**config.mk**
```make
export PLATFORM = sky130hd
export DESIGN_NAME = microwave_sm
export DESIGN_NICKNAME = d
export VERILOG_FILES = /design/src/rtl/microwave_pkg.sv /design/src/rtl/microwave_sm.sv
export SDC_FILE = /design/constraint.sdc
export NUM_CORES = 1
export LEC_CHECK = 0
export CORE_AREA = 8 8 45 47
export CTS_BUF_LIST = sky130_fd_sc_hd__clkbuf_4 sky130_fd_sc_hd__clkbuf_8 sky130_fd_sc_hd__clkbuf_16
export DETAILED_ROUTE_END_ITERATION = 8
export DIE_AREA = 0 0 53 55
export PLACE_DENSITY = 0.44
export SLEW_MARGIN = 20
export SYNTH_ARGS = -nofsm -noshare
export SYNTH_HDL_FRONTEND = slang
export SYNTH_SLANG_ARGS = --single-unit
```
**constraint.sdc**
```tcl
create_clock -name clk -period 2.1 [get_ports clk]
set_input_delay 0.315 -clock clk [delete_from_list [all_inputs] [get_ports clk]]
set_output_delay 0.315 -clock clk [all_outputs]
set_load 0.05 [all_outputs]
```
**src/rtl/microwave_pkg.sv**
```systemverilog
// Shared definitions for the microwave oven control state machine.
//
// Contents:
//   state_t   - controller state encoding (OFF, ON, BEEP)
//   COOK_INC  - seconds added or loaded by one Add30 press
//   BEEP_TIME - length of the beep phase in timer ticks
//
// The cook timer itself lives outside the controller. These constants
// describe the values that the controller's strobes load or add, so the
// timer and the benches stay in step with the controller.
package microwave_pkg;

    typedef enum logic [1:0] {
        OFF  = 2'd0,
        ON   = 2'd1,
        BEEP = 2'd2
    } state_t;

    localparam logic [6:0] COOK_INC  = 7'd30;
    localparam logic [6:0] BEEP_TIME = 7'd4;

endpackage

```
**src/rtl/microwave_sm.sv**
```systemverilog
// Microwave oven control state machine.
//
// This block sends command strobes to an external 7-bit cook timer and
// drives the magnetron and the beeper. All outputs are Mealy: each one
// is combinational from the registered state and the current inputs.
//
// Ports:
//   clk     in   rising-edge system clock
//   rst_n   in   asynchronous active-low reset; forces OFF, outputs 0
//   press   in   Add30 button; each cycle it is high counts as one press
//   open    in   door sensor, 1 = door open
//   tmr_zr  in   external timer is zero
//   set30   out  load timer with COOK_INC
//   set4    out  load timer with BEEP_TIME
//   inc30   out  add COOK_INC to timer
//   dec     out  decrement timer by 1
//   on      out  magnetron on
//   beep    out  beeper on
//
// At most one strobe is high in any cycle. Overflow of the timer on
// inc30 is left to the timer.
module microwave_sm
    import microwave_pkg::*;
(
    input  logic clk,
    input  logic rst_n,
    input  logic press,
    input  logic open,
    input  logic tmr_zr,
    output logic set30,
    output logic set4,
    output logic inc30,
    output logic dec,
    output logic on,
    output logic beep
);

    state_t state;
    state_t stateNext;

    // State register. Reset returns the oven to idle regardless of the
    // clock.
    always_ff @(posedge clk or negedge rst_n) begin
        if (!rst_n) begin
            state <= OFF;
        end else begin
            state <= stateNext;
        end
    end

    // Next-state and output decode. The decode is gated by rst_n. During
    // reset the state is OFF, but a press would still reach the strobes
    // through the Mealy path. The gate holds every output at 0 while
    // reset is asserted.
    always_comb begin
        stateNext = state;
        set30     = 1'b0;
        set4      = 1'b0;
        inc30     = 1'b0;
        dec       = 1'b0;
        on        = 1'b0;
        beep      = 1'b0;

        if (rst_n) begin
            unique case (state)
                OFF: begin
                    // The timer is never decremented while idle.
                    // Closing the door on a nonzero timer resumes cooking.
                    if (press) begin
                        if (tmr_zr) set30 = 1'b1;
                        else        inc30 = 1'b1;
                        stateNext = open ? OFF : ON;
                    end else if (!open && !tmr_zr) begin
                        stateNext = ON;
                    end
                end

                ON: begin
                    // Opening the door stops cooking at once, with no
                    // decrement in that cycle. A press in the same cycle
                    // still adds time.
                    if (open) begin
                        stateNext = OFF;
                        if (press) begin
                            if (tmr_zr) set30 = 1'b1;
                            else        inc30 = 1'b1;
                        end
                    end else if (press) begin
                        if (tmr_zr) set30 = 1'b1;
                        else        inc30 = 1'b1;
                    end else if (tmr_zr) begin
                        set4      = 1'b1;
                        stateNext = BEEP;
                    end else begin
                        dec = 1'b1;
                    end
                    on = !open && !tmr_zr;
                end

                BEEP: begin
                    // The door is ignored here except on a press. A press
                    // then decides whether cooking restarts.
                    if (press) begin
                        set30     = 1'b1;
                        stateNext = open ? OFF : ON;
                    end else if (tmr_zr) begin
                        stateNext = OFF;
                    end else begin
                        dec = 1'b1;
                    end
                    beep = !tmr_zr;
                end

                default: begin
                    stateNext = OFF;
                end
            endcase
        end
    end

endmodule

```
==> impl_metrics.toml <==
[synthesis]
synthTopCellsByArea = "ha_1 26%, dfrtp_1 17%, inv_1 6.6%"
post_synth_num_cell_types = 19
syn-num-nets = 44
yosysTopAreaCellShare = 0.262
syn_area_per_cell_um2 = 8.68
yosysTopAreaCell = "ha_1"
ys_seq_area_frac = 0.175
ys.flop_type = "dfrtp_1"
synth_area_um2 = 287
synth-edff-count = 0
synth-warning-count = 0
synth_commonest_cells = "6 x ha_1, 5 x inv_1, 3 x nor2b_1"
synthArstFlopShare = 1.00
synth-seq-cells = 2
synth_cells = 33
yosysMostFrequentCell = "ha_1"

[floorplan]
pin_count = 11
std_cell_rows = 14
start_util = 0.207
dieArea_um2 = 2920
die_w_um = 53
core_um2 = 1380
die_h_um = 55

[clock_network]
cts-resized-gates = 0
cts_tree = "built"
htreeDepth = 1
post_cts_buffers = 0
cts_buffers = 3
clockBufferDepth = 2
cts-hold-fix-buffers = 0
insertion_delay_ns = 0.22
clkTransAtPathRegs_ns = 0.03
cts_root_buffer = "clkbuf_4"
clock_sinks = 2

[worst_setup_path]
path_class = "reg -> out"
crit_required_ns = 1.78
critPathCaptureType = "output pin"
crit_path_start_kind = "flip-flop"
cp.arrival_ns = 1.61
worstPathMaxFanout = 5

[power]
irDropWorstVdd_v = 0.000475
p_sw_frac = 0.425
p_seq_frac = 0.178
internal-power_uw = 254
finalPower_uw = 442
total_leakage_power_nw = 0.240
power_frac_comb = 0.635
power.switching_uw = 188
pwr-share-clk = 0.187
power_density_nw_per_um2 = 873

[finish]
diodes = 0
ff_latch_area_um2 = 50.0
area_growth_pct = 76.9
reg.largest.list = "state (2)"
regMostFlops = "state"
nFillCells = 148
multi_input_area_um2 = 228
largest_register_ffs = 2
num-nets-final = 60
fin_area_um2 = 507
drive_gt1_frac = 0.277
stdcell_count = 63

[timing]
relSlewSlack = 0.825
fin_crit_sh = 0.916
finalHoldViolations = 0
fin_tns_setup_ns = 0
worstMarginPinSlew_ns = 0.261
fmax_mhz = 520
rsz0062_at_grt = "no"
skew_ns = 0.00371
setup_violations = 0
min_period_ns = 1.92
timing.hold.ws_ns = 0.300
final_max_slew_viol_count = 0

[global_routing]
grt_start_max_net_pins = 9
antenna_found_initial = 0
grt_pass1_wl_um = 1230
overflow = 0
grt_pass1_vias = 282
track_usage = 0.0595

[flow_run]
maxCapViolations = 0

[routing]
vias_per_cell = 4.37
wire_per_inst_um = 11.2
num_vias = 275
drt-total-wl_um = 708
drtIter0Drc = 2
dr.pass1.iters = 2
drtAntennaViolNets = 0
drcViolationCount = 0

[place]
placed_cell_area_um2 = 484
port_buffers = 10
place.gp.congestion = 0.838
post-place-cells = 60

[outcome]
status = "finished, final reports clean"

[hold_path]
hold_class = "in -> async"
==> critical path: stages (launching register included) <==
cell and delay (ns):
dfrtp_1 0.42, inv_1 0.11, ha_1 0.28, nor4bb_1 0.22, o21a_1 0.21, buf_12 0.14
==> power groups by stage <==
stage,Clock [mW],Sequential [mW],Combinational [mW]
floorplan,0,0.0735,0.191
global placement,0,0.0782,0.284
detailed placement,0,0.0787,0.283
CTS,0.0887,0.0785,0.284
global route,0.0957,0.0808,0.314
finish,0.0825,0.0790,0.281
==> cell families after synthesis <==
| family | after synthesis | share of synthesized area |
|---|---|---|
| buf+inv | 5 | 0.0655 |
| compound gates | 7 | 0.175 |
| fa+ha+maj | 6 | 0.262 |
| mux | 2 | 0.0873 |
| simple gates | 11 | 0.236 |
| flops | 2 | 0.175 |
==> through the flow <==
step	setup WS (ns)	utilization
floorplan	0.249	-
global placement	0.225	0.350
detailed placement	0.237	0.350
CTS	0.188	0.366
global route	0.0806	0.366
finish	0.177	0.366
==> final cells by class <==
cell class                 instances  share of cell area
clock buffer                       3              0.0444
timing repair buffer              11               0.331
sequential                         2              0.0988
tap                               16              0.0395
inverter                           5              0.0370
multi-input combinational         26               0.449
==> worst paths after layout <==
kind | startpoint | end | slack, ns | cells after the start
worst min-delay path | rst_n | state[1] | 0.30 | 1
worst min register to register | state[1] | state[1] | 0.63 | 1
worst max-delay path | state[1] | dec | 0.18 | 5
worst max register to register | state[0] | state[1] | 0.37 | 6
max in group asynchronous | rst_n | state[0] | 1.63 | 1
min in group clk | state[1] | state[1] | 0.63 | 1
==> layer usage <==
layer,global-route usage,up-vias,share of wire
met4,0.0517,0,0
li1,-,147,-
met1,0.0668,118,0.50
met5,0,-,0
met2,0.0801,10,0.40
met3,0.0321,0,0.099
==> cell usage in the layout (no fill, tap or decap) <==
cell type        instances
nor2b_1                  3
buf_4                    1
o21a_1                   1
and4b_1                  1
o311a_1                  1
a21oi_1                  1
clkdlybuf4s50_1          4
clkbuf_4                 3
o22ai_1                  1
a211o_1                  1
nor3_2                   1
ha_1                     6
mux2i_1                  1
dfrtp_1                  2
a211oi_2                 1
mux2_4                   1
inv_1                    5
nor2_1                   2
buf_12                   6
and3_1                   2
o21ai_0                  1
nand2_1                  1
nor4bb_1                 1
Power figures use the tool's default switching activity.
